`config.mk`:
```
export PLATFORM = sky130hd
export DESIGN_NAME = com_tx_arbiter
export DESIGN_NICKNAME = d
export VERILOG_FILES = /design/src/rtl/com_pkg.sv /design/src/rtl/com_tx_arbiter_rr_pick.sv /design/src/rtl/com_tx_arbiter.sv
export SDC_FILE = /design/constraint.sdc
export NUM_CORES = 1
export LEC_CHECK = 0
export CAP_MARGIN = 20
export CORE_ASPECT_RATIO = 0.8
export CORE_MARGIN = 1.5
export CORE_UTILIZATION = 55
export DETAILED_ROUTE_END_ITERATION = 10
export PLACE_DENSITY = 0.84
export SETUP_SLACK_MARGIN = 0.02
export SLEW_MARGIN = 20
export SYNTH_ARGS = -nofsm -noshare
export SYNTH_HDL_FRONTEND = slang
export SYNTH_HIERARCHICAL = 1
export SYNTH_SLANG_ARGS = --single-unit
```
`constraint.sdc`:
```
create_clock -name clk -period 32.1 [get_ports clk]
set_clock_uncertainty 0.1 [all_clocks]
set_input_delay 6.42 -clock clk [delete_from_list [all_inputs] [get_ports clk]]
set_output_delay 6.42 -clock clk [all_outputs]
set_load 0.005 [all_outputs]
```
`src/rtl/com_pkg.sv`:
```
// Shared types and constants for the comms transmit path.
package com_pkg;
  localparam int         MAX_REQ   = 16;
  localparam logic [3:0] HDR_MAGIC = 4'hA;

  typedef enum logic [2:0] {IDLE, HDR, GAP, PAYLOAD, ACK} arb_state_t;
endpackage

```
`src/rtl/com_tx_arbiter_rr_pick.sv`:
```
// Combinational round-robin picker: first set request after last_idx, wrapping.
module rr_pick #(
  parameter int NREQ = 4
) (
  input  logic [NREQ-1:0] req,
  input  logic [3:0]      last_idx,
  output logic            valid,
  output logic [3:0]      idx
);
  always_comb begin
    int best;
    int d;
    best  = NREQ;
    d     = 0;
    idx   = '0;
    valid = |req;
    // Rotated distance from last_idx; smallest distance wins.
    for (int i = 0; i < NREQ; i++) begin
      d = i - int'(last_idx) - 1;
      if (d < 0) d = d + NREQ;
      if (req[i] && d < best) begin
        best = d;
        idx  = 4'(i);
      end
    end
  end
endmodule

```
`src/rtl/com_tx_arbiter.sv`:
```
// Round-robin arbiter sharing one uart_32bit_tx among NREQ sources,
// framing each grant as optional header byte + 1- or 4-byte payload.
module com_tx_arbiter
  import com_pkg::*;
#(
  parameter int NREQ      = 4,
  parameter int HEADER_EN = 1
) (
  input  logic              clk,
  input  logic              reset,
  input  logic [NREQ-1:0]   req,
  input  logic [32*NREQ-1:0] req_data,
  input  logic [NREQ-1:0]   req_one_byte,
  output logic [NREQ-1:0]   done,
  output logic              busy,
  output logic [3:0]        grant_idx,
  output logic              tx_start,
  output logic [31:0]       tx_data,
  output logic              tx_one_byte,
  input  logic              tx_done
);
  arb_state_t  state, state_nxt;
  logic [3:0]  last_idx, pick_idx, idx_n;
  logic        pick_valid, pick_ob, grant;
  logic [31:0] pick_data, lat_data, data_n;
  logic        lat_one_byte, ob_n;
  logic        tx_start_n, tx_one_byte_n;
  logic [31:0] tx_data_n;
  logic [NREQ-1:0] done_n;

  rr_pick #(.NREQ(NREQ)) u_pick (
    .req      (req),
    .last_idx (last_idx),
    .valid    (pick_valid),
    .idx      (pick_idx)
  );

  always_comb begin
    pick_data = '0;
    pick_ob   = 1'b0;
    for (int i = 0; i < NREQ; i++) begin
      if (pick_idx == 4'(i)) begin
        pick_data = req_data[32*i +: 32];
        pick_ob   = req_one_byte[i];
      end
    end
  end

  always_comb begin
    state_nxt = state;
    grant     = 1'b0;
    case (state)
      IDLE:    if (pick_valid) begin
                 grant     = 1'b1;
                 state_nxt = (HEADER_EN != 0) ? HDR : PAYLOAD;
               end
      HDR:     if (tx_done) state_nxt = GAP;
      GAP:     state_nxt = PAYLOAD;
      PAYLOAD: if (tx_done) state_nxt = ACK;
      ACK:     state_nxt = IDLE;
      default: state_nxt = IDLE;
    endcase
  end

  // Outputs are registered from the next state so they line up with it.
  always_comb begin
    idx_n         = grant ? pick_idx  : grant_idx;
    data_n        = grant ? pick_data : lat_data;
    ob_n          = grant ? pick_ob   : lat_one_byte;
    tx_start_n    = (state_nxt == HDR) || (state_nxt == PAYLOAD);
    tx_data_n     = tx_data;
    tx_one_byte_n = tx_one_byte;
    if (state_nxt == HDR) begin
      tx_data_n     = {24'h0, HDR_MAGIC, idx_n};
      tx_one_byte_n = 1'b1;
    end else if (state_nxt == PAYLOAD) begin
      tx_data_n     = ob_n ? {24'h0, data_n[7:0]} : data_n;
      tx_one_byte_n = ob_n;
    end
    for (int i = 0; i < NREQ; i++)
      done_n[i] = (state_nxt == ACK) && (idx_n == 4'(i));
  end

  always_ff @(posedge clk) begin
    if (reset) begin
      state        <= IDLE;
      last_idx     <= 4'(NREQ-1);
      grant_idx    <= '0;
      lat_data     <= '0;
      lat_one_byte <= 1'b0;
      tx_start     <= 1'b0;
      tx_data      <= '0;
      tx_one_byte  <= 1'b0;
      done         <= '0;
      busy         <= 1'b0;
    end else begin
      state <= state_nxt;
      if (grant) begin
        grant_idx    <= pick_idx;
        lat_data     <= pick_data;
        lat_one_byte <= pick_ob;
      end
      if (state == ACK) last_idx <= grant_idx;
      tx_start    <= tx_start_n;
      tx_data     <= tx_data_n;
      tx_one_byte <= tx_one_byte_n;
      done        <= done_n;
      busy        <= (state_nxt != IDLE);
    end
  end
endmodule

```
==> metrics.txt, run 1 <==
status=finished clean; Multi-input gate area=5210 um2; CTS buffer count=9; Max-Cap Viols=0; drt pass-1 iters=5; top cells by count, synth=nand2_1 (93), ha_1 (90), nor2_1 (88); Post-route DRC=0; worst stage delay on the critical path=830 ps; final setup fails=0; TritonCTS clock tree=yes; post-route cell area=9380 um2; CORE AREA=12800 um2; wire per inst=17.9 um; Post-synth EDFFs=0; global-route usage over all layers=0.314; Clock transition at path regs=60 ps; area share of the largest cell type after synthesis=0.232; post-synthesis sequential area ratio=0.232; 1st-iter DRT viols=487; CTS Sinks=83; Pins Over Slew Limit=0; # fillers=992; Std-Cell Rows=37; Fin. Hold Viols=0; headroom to the max-slew limit=0.323; Synth area leaders=dfxtp_1 (23%), ha_1 (16%), mux4_2 (5.7%), a21oi_1 (5.0%), o21ai_0 (5.0%); Post-DP Area=9030 um2; Synth area leader=dfxtp_1; Layout Area Growth over Synthesis=30.7%; Achievable Freq=0.0626 GHz; Netlist cell types=71; fraction of registers with async set/reset=0; Post-CTS Setup Repair Bufs=0; Final ANT Viol Nets=0; Diodes inserted=0; Setup crit start kind=primary input; critical path endpoint category=register; Worst-Margin Slew=1010 ps; final period utilization=0.497; Die Span X=131 um; Lkg Pwr=3.81 nW; maximum VDD drop=0.0523 mV; Critical Path Slowest Stage Cell=and2_1; CP Data Arrival Time=16100 ps; port buffer count=181; Post-Syn Instances=877; crit path kind=in2reg; most common cell in the synthesized netlist=nand2_1; Congestion Overflow GR=0; first-pass GRT wire length=34200 um; Synthesis Warnings=6; PD cells=70.1 nW/um2; Max clock buf depth=2; clk_lat worst skew=340 ps; min cycle time layout=15960 ps; sum of negative setup slack=0 ps; Post-CTS Resized=0; Register Area=1660 um2; total number of vias=7289; share of layout cells above drive strength 1=0.0657; nets=1259; Avg Cell Area, Syn=8.18 um2; flops & latches, synth=83; Max FO, Critical Path=38; Placer Congestion=0.972; vias in the first global route=6910; largest net degree at the start of global routing=44; chip height=105 um; post-DP HPWL=16300 um; CTS root buf=clkbuf_16; drt via density=6.02; RSZ-0062 raised after global routing=no; Initial Util=0.561; Req. time, crit path=32240 ps; Min-Delay Path Class=reg2reg; number of antenna violations at the first check in global routing=0; prevailing post-synth register cell=dfxtp_1; cell area after synthesis=7170 um2; H-tree levels=3; drt total wl=21600 um; die area=13700 um2; hold_buf cts=0; I/O Pins=182
==> path summary, 6_finish.rpt <==
| kind | startpoint | to | slack, ps | depth (start not counted) |
|---|---|---|---|---|
| max | req[0] | lat_data[26] | 16140 | 36 |
| min | tx_data[8] | tx_data[8] | 350 | 2 |
| max reg2reg | last_idx[0] | lat_data[26] | 19540 | 42 |
| min reg2reg | tx_data[8] | tx_data[8] | 350 | 2 |
==> logic make-up (layout without fill, tap and decap cells) <==
group	Yosys count	count (layout)	share of synthesized area
AND/OR/NAND/NOR	306	306	0.204
flip-flops	83	83	0.232
other	1	2	0.000523
AO/OA/AOI/OAI	246	246	0.218
multiplexers	50	50	0.102
buffers and inverters	68	225	0.0440
adder cells (fa/ha/maj)	90	90	0.157
XOR/XNOR	33	33	0.0429
==> state kept, by name, indices dropped and copies added (netlist names) <==
signal        flops
lat_data         32
tx_data          32
done              4
grant_idx         4
last_idx          4
state             3
busy              1
lat_one_byte      1
tx_one_byte       1
tx_start          1
==> per-stage QoR <==
stage	setup WS, ps	hold slack (ps)	cells	power, mW	util
2_1_floorplan	18070	346	878	0.435	-
3_3_place_gp	16460	334	1194	0.530	0.707
3_5_place_dp	16020	341	1194	0.536	0.707
4_1_cts	16310	354	1210	0.656	0.734
5_1_grt	15230	388	1210	0.702	0.734
6_report	16140	352	1210	0.657	0.734
==> cells in the final DEF (no fill, tap or decap), drive strengths merged, types with 8 or more instances in the layout <==
cell / count
clkdlybuf4s50: 181
nand2: 93
ha: 90
nor2: 88
dfxtp: 83
o21ai: 76
a21oi: 74
mux2i: 28
xnor2: 26
and2: 22
inv: 20
a22oi: 20
mux4: 18
nand3: 18
nor2b: 17
a211oi: 15
nor3: 15
a21o: 12
clkbuf: 9
nand4: 9
a31oi: 8
==> power by group <==
group	internal, mW	switching (mW)	leakage (nW)	total [mW]
clock network	0.0758	0.0416	0.165	0.117
logic	0.192	0.227	2.97	0.418
registers	0.115	0.00642	0.677	0.122
==> critical path, delay by kind of cell <==
| kind | cells | cell delay (ps) |
|---|---|---|
| AO/OA/AOI/OAI | 22 | 4460 |
| AND/OR/NAND/NOR | 7 | 2330 |
| buffers and inverters | 3 | 1240 |
| adder cells (fa/ha/maj) | 3 | 1070 |
| multiplexers | 1 | 540 |
==> layout make-up <==
cell class	instances	area share
inverter	21	0.00841
clock buffer	9	0.0240
timing repair buffer	188	0.199
multi-input combinational	727	0.556
tap	175	0.0234
clock inverter	7	0.0124
sequential	83	0.177
==> routing by layer <==
layer / GRT usage / up-vias / wire, um
li1: - / 3530 / -
met1: 0.421 / 3448 / 9640
met2: 0.511 / 280 / 9920
met3: 0.0640 / 31 / 1660
met4: 0.0816 / 0 / 408
met5: 0 / - / 0
Note: power is estimated with default switching activity, not from simulation.
==> inputs of run 2 (changes only) <==
--- a/config.mk
+++ b/config.mk
@@ -8,9 +8,9 @@
 export CAP_MARGIN = 20
 export CORE_ASPECT_RATIO = 0.8
 export CORE_MARGIN = 1.5
-export CORE_UTILIZATION = 55
+export CORE_UTILIZATION = 51
 export DETAILED_ROUTE_END_ITERATION = 10
-export PLACE_DENSITY = 0.84
+export PLACE_DENSITY = 0.79
 export SETUP_SLACK_MARGIN = 0.02
 export SLEW_MARGIN = 20
 export SYNTH_ARGS = -nofsm -noshare
==> constraint.sdc (replaced) <==
create_clock -name clk -period 15.4 [get_ports clk]
set_clock_uncertainty 0.1 [all_clocks]
set_input_delay 3.08 -clock clk [delete_from_list [all_inputs] [get_ports clk]]
set_output_delay 3.08 -clock clk [all_outputs]
set_load 0.005 [all_outputs]
==> run 2 against run 1 <==
Sequential cell count stayed put. Die area is 7.6% higher. Register-to-register slack worse by 17000 ps. First-iteration DRC count is 7.0% lower. Worst hold slack better by 2.1 ps. Sequential share of layout area hardly changed. Largest cell class unchanged.
==> metrics.txt, run 2 (synthesis gave the netlist of run 1 again) <==
status=finished clean; final period utilization=0.822; CTS Sinks=83 (unchanged); Placer Congestion=0.948 (-2.5%); Req. time, crit path=15540 ps (-16700 ps); met3 routed WL=1510 um (-9.4%); Critical Path Slowest Stage Cell=and2_1; hold_buf cts=0 (unchanged); I/O Pins=182 (unchanged); Achievable Freq=0.0790 GHz; P_int=772 uW (+100%); Register Area=1660 um2 (unchanged); Post-Layout Cell Count=1218 (+0.66%); hold path depth=2 (unchanged); # fillers=1146 (+16%); Clock transition at path regs=60 ps (about the same); number of antenna violations at the first check in global routing=1 (+1); leading cell types in the layout, fill and taps excluded=clkdlybuf4s50_1 (181), nand2_1 (93), ha_1 (90); Seq pwr share=0.188 (+0.003); Congestion Overflow GR=0 (unchanged); die area=14800 um2 (+7.6%); Min-Delay Path Class=reg2reg; RSZ-0062 raised after global routing=no; clk_lat worst skew=340 ps (about the same); wire per inst=17.2 um (-4.0%); CTS buffer count=9 (unchanged); 1st-iter DRT viols=453 (-7.0%); drt via density=5.81 (-3.6%); Largest regs=lat_data x32, tx_data x32; Die Span X=136 um (+3.8%); CORE AREA=13600 um2 (+6.8%); clock share of power=0.166 (-0.013); Multi-input gate area=5210 um2 (unchanged); headroom to the max-slew limit=0.345 (+0.0222); min-delay src=tx_data[11]; total number of vias=7072 (-3.0%); commonest non-fill, non-tap cell in the layout=clkdlybuf4s50_1; Setup crit start kind=primary input; R2R cell count=42 (unchanged); H-tree levels=3 (unchanged); CP Data Arrival Time=12800 ps (-3300 ps); drt total wl=20900 um (-3.4%); crit path kind=in2reg; maximum VDD drop=0.140 mV (+170%); port buffer count=181 (unchanged); Post-route DRC=0 (unchanged); Std-Cell Rows=38 (+2.7%); worst stage delay on the critical path=820 ps (about the same); Fin. Hold Viols=0 (unchanged); post-DP HPWL=16000 um (-1.9%); chip height=109 um (+3.7%); Post-CTS Setup Repair Bufs=0 (unchanged); Max FO, Critical Path=38 (unchanged); Initial Util=0.526 (-0.0357); wl on met1=9610 um (-0.34%); critical path endpoint category=register; hold endpoint=tx_data[11]; sum of negative setup slack=0 ps (unchanged); Sw Share=0.426 (+0.00833); Final ANT Viol Nets=0 (unchanged); Worst R2R End=lat_data[15]; global-route usage over all layers=0.277 (-0.0368); met2 WL=9320 um (-6.1%); reg-to-reg setup timing slack=2930 ps (-16610 ps); DR top layer=met4; drt pass-1 iters=8 (+3); final core occ=0.687 (-0.0472); final setup fails=0 (unchanged); NetSw=573 uW (+110%); Worst-Margin Slew=983 ps (-24.0 ps); nets=1261 (+0.16%); Max clock buf depth=2 (unchanged); min cycle time layout=12650 ps; vias in the first global route=6574 (-4.9%); share of layout cells above drive strength 1=0.0675 (+0.00180); PD cells=144 nW/um2 (+100%); first-pass GRT wire length=32600 um (-4.5%); TritonCTS clock tree=yes; Lkg Pwr=3.80 nW (-0.26%); Post-CTS Resized=0 (unchanged); largest net degree at the start of global routing=44 (unchanged); Comb power frac=0.647 (+0.011); Max-Cap Viols=0 (unchanged); reg2reg start=last_idx[0]; Pins Over Slew Limit=0 (unchanged); Layout Area Growth over Synthesis=30.6% (about the same); CTS root buf=clkbuf_16; placed cells=1201 (+0.59%)
-- run 2: changes by cell type in the layout (fill, tap and decap cells not counted), sizes merged, moves of 2 or more --
cell / previous run / this run
bufinv: 3 / 1
inv: 20 / 22
clkinv: 4 / 2
buf: 7 / 9
-- run 2: final cells by class --
cell class                 count  area share
multi-input combinational    727       0.556
timing repair buffer         190       0.201
sequential                    83       0.177
clock buffer                  10      0.0255
tap                          180      0.0240
inverter                      21     0.00841
clock inverter                 6     0.00761
antenna                        1    0.000267
-- run 2: worst max path at each step --
stage                           start           end
after global placement         req[0]  lat_data[23]
after floorplan                req[0]  lat_data[27]
after CTS                      req[0]  lat_data[15]
after global routing      last_idx[0]  lat_data[15]
final                          req[0]  lat_data[15]
after detailed placement       req[0]  lat_data[15]
-- run 2: power groups by stage --
stage / clock, mW / sequential [mW] / combinational (mW)
after floorplan: 0 / 0.255 / 0.653
after global placement: 0 / 0.256 / 0.858
after detailed placement: 0 / 0.257 / 0.862
after CTS: 0.225 / 0.252 / 0.870
after global routing: 0.233 / 0.255 / 0.964
final: 0.223 / 0.252 / 0.870
-- run 2: layer usage --
layer,track usage,vias to the layer above
met5,0,-
met4,0.0960,0
met3,0.0563,42
met2,0.428,260
met1,0.383,3252
li1,-,3518
-- run 2: through the flow --
step                      cell area [um2]  hold slack [ps]  power (mW)  worst slack (ps)
after CTS                            9370              357        1.35              2900
final                                9370              354        1.34              2750
after global routing                 9370              379        1.45              1780
after global placement               9060              336        1.11              2930
after detailed placement             9060              344        1.12              2630
after floorplan                      7180              346       0.908              4710
-- run 2: critical path: cells and delay by family --
kind / cells / cell delay, ps
AND/OR/NAND/NOR: 7 / 2390
AO/OA/AOI/OAI: 22 / 4410
multiplexers: 1 / 540
adder cells (fa/ha/maj): 3 / 1070
buffers and inverters: 3 / 1260
==> inputs of run 3 (changes only) <==
--- a/config.mk
+++ b/config.mk
@@ -8,9 +8,9 @@
 export CAP_MARGIN = 20
 export CORE_ASPECT_RATIO = 0.8
 export CORE_MARGIN = 1.5
-export CORE_UTILIZATION = 51
+export CORE_UTILIZATION = 46
 export DETAILED_ROUTE_END_ITERATION = 10
-export PLACE_DENSITY = 0.79
+export PLACE_DENSITY = 0.75
 export SETUP_SLACK_MARGIN = 0.02
 export SLEW_MARGIN = 20
 export SYNTH_ARGS = -nofsm -noshare
==> constraint.sdc (replaced) <==
create_clock -name clk -period 10.5 [get_ports clk]
set_clock_uncertainty 0.1 [all_clocks]
set_input_delay 2.1 -clock clk [delete_from_list [all_inputs] [get_ports clk]]
set_output_delay 2.1 -clock clk [all_outputs]
set_load 0.005 [all_outputs]
==> run 3 against run 2 <==
Register-to-register slack got worse by 2200 ps. Via count rose by 1.8%. Non-clock buffer count rose by 28. Cell count rose by 4.7%. Power rose by 53%. Die area rose by 11%. Sequential share of layout area fell by 0.50 points. Setup slack got worse by 2100 ps. Worst hold slack got worse by 2.6 ps. Clock power rose by 34%. Critical path type unchanged. Critical endpoint is now tx_data[14].
==> metrics.txt, run 3 (synthesis gave the netlist of run 1 again) <==
Largest regs=lat_data x32, tx_data x32; Critical Path Slowest Stage Cell=mux4_2; critical path endpoint category=register; post-DP HPWL=17000 um (+6.0%); crit path launch=req[0]; Post-route DRC=0 (unchanged); sum of negative setup slack=0 ps (unchanged); die area=16400 um2 (+11%); Final WS setup=621 ps (-2130 ps); Min-Delay Path Class=reg2reg; NetSw=875 uW (+53%); crit path kind=in2reg; Worst-Margin Slew=1040 ps (+60.0 ps); Placer Congestion=0.896 (-5.5%); largest net degree at the start of global routing=44 (unchanged); CP Capture Point=tx_data[14]; I/O Pins=182 (unchanged); Achievable Freq=0.101 GHz; Register Area=1660 um2 (about the same); Die Span X=143 um (+5.2%); PD cells=213 nW/um2 (+49%); CTS Sinks=83 (unchanged); drt via density=5.65 (-2.8%); Worst R2R End=tx_data[14]; Max clock buf depth=2 (unchanged); Std-Cell Rows=40 (+5.3%); reg2reg start=last_idx[1]; Post-Place Worst Slack=116 ps (-2510 ps); leading cell types in the layout, fill and taps excluded=clkdlybuf4s50_1 (180), nand2_1 (93), ha_1 (90); final period utilization=0.941; Setup crit start kind=primary input; Lkg Pwr=3.94 nW (+3.4%); number of antenna violations at the first check in global routing=0 (-1); status=finished clean; critical path depth=39 (+8.3%); drt pass-1 iters=5 (-3); CP Data Arrival Time=9980 ps (-2820 ps); H-tree levels=3 (unchanged); nets=1289 (+2.2%); 1st-iter DRT viols=466 (+2.9%); clock share of power=0.145 (-0.021); Pins Over Slew Limit=0 (unchanged); placed cells=1257 (+4.7%); CORE AREA=15100 um2 (+11%); port buffer count=181 (unchanged); Fin. Hold Viols=0 (unchanged); Diodes inserted=0 (-1); crit-path leading delay family=compound AO/OA/AOI/OAI gates; global-route usage over all layers=0.267 (-0.0101); total number of vias=7199 (+1.8%); # fillers=1337 (+17%); Initial Util=0.475 (-0.0511); share of layout cells above drive strength 1=0.102 (+0.0348); maximum VDD drop=0.252 mV (+81%); Req. time, crit path=10600 ps (-4940 ps); min cycle time layout=9880 ps; TritonCTS clock tree=yes; Congestion Overflow GR=0 (unchanged); Layout Area Growth over Synthesis=34.5%; CTS buffer count=9 (unchanged); Total Power=2.06 mW (+53%); Clock transition at path regs=70 ps (about the same); Max-Cap Viols=0 (unchanged); wire per inst=17.2 um (+0.27%); CTS root buf=clkbuf_16; Comb power frac=0.674 (+0.027); worst stage delay on the critical path=540 ps (-280 ps); headroom to the max-slew limit=0.305 (-0.0400); final setup fails=0 (unchanged); reg-to-reg setup timing slack=710 ps (-2220 ps); R2R cell count=46 (+9.5%); Seq pwr share=0.180 (-0.008); clk_lat worst skew=350 ps (about the same); P_int=1.18 mW (+53%); Max FO, Critical Path=29 (-24%); first-pass GRT wire length=34300 um (+5.3%); Critical path buffers and inverters=9 (+6); commonest non-fill, non-tap cell in the layout=clkdlybuf4s50_1; Post-Layout Cell Count=1275 (+4.7%); Sw Share=0.425 (-0.000741); vias in the first global route=6748 (+2.6%); drt total wl=21900 um (+5.0%); chip height=115 um (+5.1%); Multi-input gate area=5270 um2 (+1.1%); Final ANT Viol Nets=0 (unchanged)
run 3: how the worst min path moves through the flow:
stage | startpoint | to | slack, ps | cells past startpoint
global placement | tx_data[10] | tx_data[10] | 330 | 2
floorplan | tx_data[28] | tx_data[28] | 350 | 2
detailed placement | tx_data[16] | tx_data[16] | 340 | 2
CTS | tx_data[29] | tx_data[29] | 360 | 2
global route | tx_data[10] | tx_data[10] | 380 | 2
finish | tx_data[29] | tx_data[29] | 350 | 2
run 3: timing repair:
item / in CTS / in global routing
setup endpoints to repair: 0 / 53
hold buffers: 0 / 0
resized for setup: 0 / 14
buffers inserted: 0 / 2
run 3: final cells by class:
cell class | count | share of cell area
Clock buffer | 9 | 0.0233
Clock inverter | 7 | 0.00532
Inverter | 21 | 0.00817
Multi-Input combinational cell | 727 | 0.546
Sequential cell | 83 | 0.172
Tap cell | 210 | 0.0272
Timing Repair Buffer | 218 | 0.217
run 3: per-layer routing:
metal	global-route usage	up-vias	part of all wire	routed length (um)
met5	0	-	0	0
met4	0.0667	0	0.015	321
met3	0.0523	31	0.067	1480
met2	0.409	244	0.44	9680
met1	0.383	3351	0.48	10500
li1	-	3573	-	-
run 3: stage by stage:
stage	util	area (um2)	hold WS, ps
after global placement	0.615	9300	334
final	0.638	9650	351
after global routing	0.638	9650	381
after detailed placement	0.615	9300	341
after CTS	0.633	9570	355
after floorplan	-	7180	346
run 3: power by group through the flow:
stage	sequential (mW)	clock, mW	combinational (mW)
final	0.371	0.299	1.39
after global routing	0.375	0.318	1.52
after CTS	0.371	0.303	1.37
after detailed placement	0.378	0	1.36
after global placement	0.377	0	1.33
after floorplan	0.374	0	0.958
run 3: worst reg2reg max path, delay by kind of cell (launching register included):
kind	cells	cell delay (ps)
mux	4	1320
flops	1	390
fa+ha+maj	5	1450
buf+inv	9	1520
compound gates	19	3250
xor+xnor	2	320
simple gates	7	1310
